File: src/rtl/scrn_timing_gen.sv
// scrn_timing_gen: video timing generator with CEA presets, custom mode and frame-boundary mode switching.
// Optional line-match interrupt built when SCRN_TIMING_LINE_IRQ_EN is defined.
module scrn_timing_gen #(
    parameter int CW = 12
) (
    input  logic          clk_pix,
    input  logic          rst_pix,
    input  logic [1:0]    res,
    input  logic          cfg_load,
    input  logic [CW-1:0] cfg_h_act,
    input  logic [CW-1:0] cfg_h_fp,
    input  logic [CW-1:0] cfg_h_sync,
    input  logic [CW-1:0] cfg_h_bp,
    input  logic [CW-1:0] cfg_v_act,
    input  logic [CW-1:0] cfg_v_fp,
    input  logic [CW-1:0] cfg_v_sync,
    input  logic [CW-1:0] cfg_v_bp,
    input  logic          cfg_hpol,
    input  logic          cfg_vpol,
    input  logic [CW-1:0] irq_line,
    output logic [CW-1:0] sx,
    output logic [CW-1:0] sy,
    output logic          hsync,
    output logic          vsync,
    output logic          de,
    output logic          frame_start,
    output logic          line_start,
    output logic          line_irq
);
    localparam logic [CW-1:0] ONE_C = 1;
    localparam logic [CW:0]   ONE_W = 1;
    logic [7:0][CW-1:0] pend, cust;
    logic [1:0]         pend_pol, cust_pol;
    logic [1:0]         mode;
    logic [CW-1:0]      hc, vc;
    logic [CW-1:0]      ha, hf, hs, hb, va, vf, vs, vb;
    logic               hp, vp;
    logic [CW:0]        hx, vx, h1, h2, ht, v1, v2, vt;
    logic               h_last, v_last, irq_hit;
    always_comb begin
        {ha, hf, hs, hb, va, vf, vs, vb, hp, vp} =
            mode == 2'd0 ? {CW'(640), CW'(16), CW'(96), CW'(48), CW'(480), CW'(10), CW'(2), CW'(33), 2'b00} :
            mode == 2'd1 ? {CW'(1920), CW'(88), CW'(44), CW'(148), CW'(1080), CW'(4), CW'(5), CW'(36), 2'b11} :
            mode == 2'd2 ? {CW'(1280), CW'(110), CW'(40), CW'(220), CW'(720), CW'(5), CW'(5), CW'(20), 2'b11} :
                           {cust, cust_pol};
    end
    assign hx = {1'b0, hc};
    assign vx = {1'b0, vc};
    assign h1 = {1'b0, ha} + {1'b0, hf};
    assign h2 = h1 + {1'b0, hs};
    assign ht = h2 + {1'b0, hb};
    assign v1 = {1'b0, va} + {1'b0, vf};
    assign v2 = v1 + {1'b0, vs};
    assign vt = v2 + {1'b0, vb};
    assign h_last = hx == ht - ONE_W;
    assign v_last = vx == vt - ONE_W;
`ifdef SCRN_TIMING_LINE_IRQ_EN
    assign irq_hit = hc == '0 && vc == irq_line;
`else
    logic unused_irq;
    assign unused_irq = ^irq_line;
    assign irq_hit = 1'b0;
`endif
    // Outputs register the decode of the current counters, so they trail hc/vc by one cycle.
    always_ff @(posedge clk_pix) begin
        if (rst_pix) begin
            hc          <= '0;
            vc          <= '0;
            mode        <= 2'd0;
            pend        <= '0;
            pend_pol    <= 2'b00;
            cust        <= '0;
            cust_pol    <= 2'b00;
            sx          <= '0;
            sy          <= '0;
            de          <= 1'b0;
            hsync       <= 1'b1;
            vsync       <= 1'b1;
            frame_start <= 1'b0;
            line_start  <= 1'b0;
            line_irq    <= 1'b0;
        end else begin
            if (cfg_load) begin
                pend     <= {cfg_h_act, cfg_h_fp, cfg_h_sync, cfg_h_bp, cfg_v_act, cfg_v_fp, cfg_v_sync, cfg_v_bp};
                pend_pol <= {cfg_hpol, cfg_vpol};
            end
            hc <= h_last ? '0 : hc + ONE_C;
            if (h_last)
                vc <= v_last ? '0 : vc + ONE_C;
            if (h_last && v_last) begin
                mode     <= res;
                cust     <= pend;
                cust_pol <= pend_pol;
            end
            sx          <= hc;
            sy          <= vc;
            de          <= hx < {1'b0, ha} && vx < {1'b0, va};
            hsync       <= ~((hx >= h1 && hx < h2) ^ hp);
            vsync       <= ~((vx >= v1 && vx < v2) ^ vp);
            frame_start <= hc == '0 && vc == '0;
            line_start  <= hc == '0;
            line_irq    <= irq_hit;
        end
    end
endmodule

File: config.mk
export PLATFORM = sky130hd
export DESIGN_NAME = scrn_timing_gen
export DESIGN_NICKNAME = d
export VERILOG_FILES = /design/src/rtl/scrn_timing_gen.sv
export SDC_FILE = /design/constraint.sdc
export NUM_CORES = 1
export LEC_CHECK = 0
export ABC_CLOCK_PERIOD_IN_PS = 9950
export CORE_ASPECT_RATIO = 1.25
export CORE_UTILIZATION = 50
export CTS_BUF_LIST = sky130_fd_sc_hd__clkbuf_2
export DETAILED_ROUTE_END_ITERATION = 8
export PLACE_DENSITY = 0.68
export RECOVER_POWER = 100
export SLEW_MARGIN = 0
export SYNTH_ARGS = -nofsm -noshare
export SYNTH_HDL_FRONTEND = slang
export SYNTH_SLANG_ARGS = --single-unit
File: constraint.sdc
create_clock -name clk_pix -period 9.95 [get_ports clk_pix]
set_clock_uncertainty 0.05 [all_clocks]
set_input_delay 1.99 -clock clk_pix [delete_from_list [all_inputs] [get_ports clk_pix]]
set_output_delay 1.99 -clock clk_pix [all_outputs]
set_load 0.05 [all_outputs]
==> metrics.txt <==
# TYPE chip_impl_metric gauge
chip_impl_info{name="run_status",value="finished with violations"} 1
chip_impl_info{name="failing_checks",value="max-capacitance violations, max-slew violations"} 1
chip_impl_metric{name="max_cap_viols",unit=""} 2
chip_impl_metric{name="clock_pin_transition_on_the_worst_setup_and_hold_timing_paths",unit="ns"} 0.13
chip_impl_info{name="yosysMostFrequentCell",value="sky130_fd_sc_hd__dfxtp_1"} 1
chip_impl_metric{name="area.sequential",unit="mm²"} 0.00502
chip_impl_metric{name="synth_compound_gate_area_share",unit="%"} 15.6
chip_impl_metric{name="yosys.area_share.simple",unit="%"} 17.9
chip_impl_info{name="rsz0062_at_grt",value="false"} 1
chip_impl_metric{name="setup-violations-final",unit=""} 0
chip_impl_metric{name="avg_synthesized_cell_area",unit="µm²"} 8.32
chip_impl_metric{name="power.ir.vdd_worst",unit="mV"} 0.0843
chip_impl_metric{name="design.die.area",unit="mm²"} 0.0310
chip_impl_metric{name="finalWorstSetupSlack",unit="ns"} 1.44
chip_impl_metric{name="count_of_synthesis_stage_warnings_from_yosys",unit=""} 0
chip_impl_metric{name="core_region_area",unit="mm²"} 0.0295
chip_impl_metric{name="routabilityCongestion",unit=""} 0.900
chip_impl_metric{name="ant_nets",unit=""} 0
chip_impl_metric{name="place.detailed.hpwl",unit="mm"} 27.4
chip_impl_metric{name="critical_path_arrival",unit="ns"} 8.99
chip_impl_metric{name="grt_first_pass_wirelength",unit="mm"} 62.3
chip_impl_metric{name="initial_utilization",unit="%"} 51.3
chip_impl_metric{name="power.density_cell_area",unit="mW/mm²"} 106
chip_impl_metric{name="cts-buffers-inserted",unit=""} 60
chip_impl_info{name="timing.critical_path.from_type",value="register"} 1
chip_impl_info{name="synthTopCellsByCount",value="sky130_fd_sc_hd__dfxtp_1, sky130_fd_sc_hd__nor2_1, sky130_fd_sc_hd__ha_1, sky130_fd_sc_hd__a21oi_1, sky130_fd_sc_hd__o21ai_0"} 1
chip_impl_metric{name="synth_top_area_share",unit="%"} 33.2
chip_impl_info{name="worstSetupPathType",value="register to register"} 1
chip_impl_metric{name="synthMuxAreaShare",unit="%"} 6.81
chip_impl_info{name="tritoncts",value="done"} 1
chip_impl_metric{name="drt_pass1_iterations",unit=""} 6
chip_impl_info{name="clock-root-buffer",value="sky130_fd_sc_hd__clkbuf_2"} 1
chip_impl_metric{name="totalNegativeSetupSlack",unit="ns"} 0
chip_impl_metric{name="drive_gt1_share",unit="%"} 6.24
chip_impl_metric{name="post_cts_hold_buffer_count",unit=""} 0
chip_impl_metric{name="edff_count_synth",unit=""} 0
chip_impl_metric{name="post_dr_vias_cell",unit=""} 5.52
chip_impl_metric{name="synth_fa_ha_area_share",unit="%"} 14.3
chip_impl_metric{name="clock_tree.htree_level_count",unit=""} 2
chip_impl_metric{name="detailedRoute.firstIterationViolations",unit=""} 626
chip_impl_metric{name="synthXorXnorAreaFrac",unit="%"} 6.27
chip_impl_metric{name="slew_viol_final",unit=""} 246
chip_impl_metric{name="synth_fp_nets",unit=""} 2103
chip_impl_metric{name="core.rowCount",unit=""} 70
chip_impl_metric{name="area_growth",unit="%"} 13.1
chip_impl_metric{name="detail_route.wl_per_cell",unit="µm"} 16.1
chip_impl_metric{name="chipWidth",unit="µm"} 158
chip_impl_info{name="top_ff_cell_synth",value="sky130_fd_sc_hd__dfxtp_1"} 1
chip_impl_metric{name="tightestPinTransition",unit="ns"} 6.00
chip_impl_metric{name="pre_cts_ws",unit="ns"} 1.83
chip_impl_info{name="largest_family_of_logic_cells_by_synthesized_area",value="simple AND/OR/NAND/NOR gates"} 1
chip_impl_metric{name="timing.critical_path.fanout_max",unit=""} 56
chip_impl_metric{name="yosysUniqueCellTypes",unit=""} 70
chip_impl_metric{name="fp.dieH",unit="µm"} 197
chip_impl_metric{name="syn-cell-area",unit="mm²"} 0.0151
chip_impl_metric{name="antenna_found_initial",unit=""} 1
chip_impl_metric{name="hold_viol_final",unit=""} 0
chip_impl_metric{name="period_minus_slack",unit="ns"} 8.51
chip_impl_metric{name="final_area",unit="mm²"} 0.0171
chip_impl_metric{name="tritoncts_num_sinks",unit=""} 251
chip_impl_metric{name="slowest_delay",unit="ns"} 0.90
chip_impl_metric{name="cts-root-to-sink-buffers",unit=""} 3
chip_impl_metric{name="post-route-period-util",unit="%"} 85.5
chip_impl_metric{name="via_count_of_the_first_global_routing_pass",unit=""} 12400
chip_impl_metric{name="max-slew-margin-rel",unit="%"} -300
chip_impl_metric{name="yosys_register_bits",unit=""} 251
chip_impl_metric{name="finish.net_count",unit=""} 2200
chip_impl_metric{name="share_of_flip_flops_with_an_asynchronous_set_or_reset_after_synthesis",unit="%"} 0
chip_impl_metric{name="synth_sequential_area_ratio",unit="%"} 33.2
chip_impl_metric{name="multi_input_comb_area",unit="mm²"} 0.00922
chip_impl_metric{name="vias",unit=""} 13000
chip_impl_metric{name="critPathRequiredTime",unit="ns"} 10.43
chip_impl_metric{name="synthesis.instances",unit=""} 1820
chip_impl_metric{name="grt_max_degree",unit=""} 141
chip_impl_metric{name="leakage",unit="nW"} 7.67
chip_impl_metric{name="buffers_on_ports",unit=""} 131
chip_impl_metric{name="io-pin-count",unit=""} 145
chip_impl_metric{name="drt_wl_total",unit="mm"} 38.0
chip_impl_metric{name="holdWs",unit="ns"} 0.338
chip_impl_metric{name="later_pin_clock_latency_in_the_skew_report",unit="ns"} 0.96
chip_impl_metric{name="post-route-drc-count",unit=""} 0
chip_impl_info{name="synth.area.top_cells",value="sky130_fd_sc_hd__dfxtp_1, sky130_fd_sc_hd__ha_1, sky130_fd_sc_hd__mux2i_1"} 1
chip_impl_info{name="critical-path-slowest-cell",value="sky130_fd_sc_hd__and4bb_4"} 1
chip_impl_metric{name="post_dp_cell_area",unit="mm²"} 0.0166
chip_impl_metric{name="grt_remaining_overflow",unit=""} 0
chip_impl_metric{name="max_clock_freq",unit="MHz"} 118
chip_impl_metric{name="cts_repair_resize_count",unit=""} 0
chip_impl_info{name="synth_top_cell_by_area",value="sky130_fd_sc_hd__dfxtp_1"} 1
chip_impl_metric{name="final.fill_count",unit=""} 2768
chip_impl_info{name="min_path_type",value="register to register"} 1
chip_impl_metric{name="grt.total_usage",unit="%"} 25.0
chip_impl_metric{name="cts_setup_buffers",unit=""} 0
chip_impl_info{name="setup.worst_path.end_class",value="register"} 1
placed cells by master, fill, tap and decap left out, drive strengths merged, types with 6 or more instances in the layout:
| cell type | synthesis | layout |
|---|---|---|
| mux2i | 103 | 103 |
| nor2 | 179 | 179 |
| and2 | 6 | 6 |
| o21a | 19 | 19 |
| ha | 162 | 162 |
| inv | 118 | 119 |
| o21ai | 142 | 142 |
| buf | 31 | 16 |
| clkinv | 1 | 13 |
| or2 | 6 | 6 |
| dfxtp | 251 | 251 |
| nor3 | 30 | 30 |
| fa | 6 | 6 |
| and3 | 47 | 47 |
| clkdlybuf4s50 | 0 | 100 |
| nor2b | 26 | 26 |
| o21bai | 9 | 9 |
| xnor2 | 64 | 64 |
| nand2 | 75 | 75 |
| a21o | 28 | 28 |
| nor4 | 15 | 15 |
| xor2 | 39 | 39 |
| a21oi | 151 | 151 |
| dlygate4sd3 | 0 | 29 |
| clkbuf | 82 | 90 |
| nand3 | 125 | 125 |
| nand2b | 12 | 12 |
| nand4 | 16 | 16 |
cell families after synthesis:
kind of cell	Yosys count
AO/OA/AOI/OAI	402
XOR/XNOR	105
adder cells (fa/ha/maj)	169
buffers and inverters	232
flip-flops	251
multiplexers	103
other	1
AND/OR/NAND/NOR	557
sequential cells by signal, summed over array words and instances (netlist names):
signal,flops
cust,96
pend,96
hc,12
sx,12
sy,12
vc,12
cust_pol,2
mode,2
pend_pol,2
de,1
frame_start,1
hsync,1
line_start,1
vsync,1
power breakdown:
part	switching [W]	total [W]	leakage, nW	internal [W]
sequential	0.0000182	0.00105	2.04	0.00103
combinational	0.0000584	0.000130	5.24	0.0000716
clock	0.000406	0.000640	0.394	0.000234
total	0.000483	0.00182	7.67	0.00134
cell type report:
class	instances	area share, %
multi-input cells	1337	53.9
flip-flops and latches	251	29.4
repair buffers	148	8.32
well taps	396	2.89
inverters	119	2.61
clock buffers	87	2.54
clock inverters	13	0.366
diodes	1	0.0146
critical path: cells and delay by family (launching register included):
kind	cells	cell delay, ns
adders and majority gates	3	0.87
buffers and inverters	2	0.27
xor gates and xnor gates	2	0.45
DFF	1	0.38
and+or+nand+nor	13	3.94
AOI/OAI and AO/OA	9	2.10
path summary, 6_finish.rpt:
kind               to  startpoint  slack (ns)  depth (start not counted)
max             vc[0]     mode[1]        1.44                         29
min reg2reg  cust[50]    pend[50]        0.34                          2
max reg2reg     vc[0]     mode[1]        1.44                         29
min          cust[50]    pend[50]        0.34                          2
metal layers:
| metal | global-route usage [%] | wire length [µm] | up-vias |
|---|---|---|---|
| li1 | - | - | 6581 |
| met1 | 35.6 | 18600 | 5992 |
| met2 | 37.8 | 16300 | 351 |
| met3 | 4.46 | 2040 | 62 |
| met4 | 8.81 | 964 | 0 |
| met5 | 0 | 0 | - |
metrics by stage:
stage | total power, W | util, % | instances
2_1_floorplan | 0.00114 | - | 1820
3_3_place_gp | 0.00120 | 56.4 | 2251
3_5_place_dp | 0.00120 | 56.4 | 2251
4_1_cts | 0.00184 | 58.1 | 2351
5_1_grt | 0.00191 | 58.0 | 2352
6_report | 0.00182 | 58.0 | 2352
(Power assumes the default switching activity.)
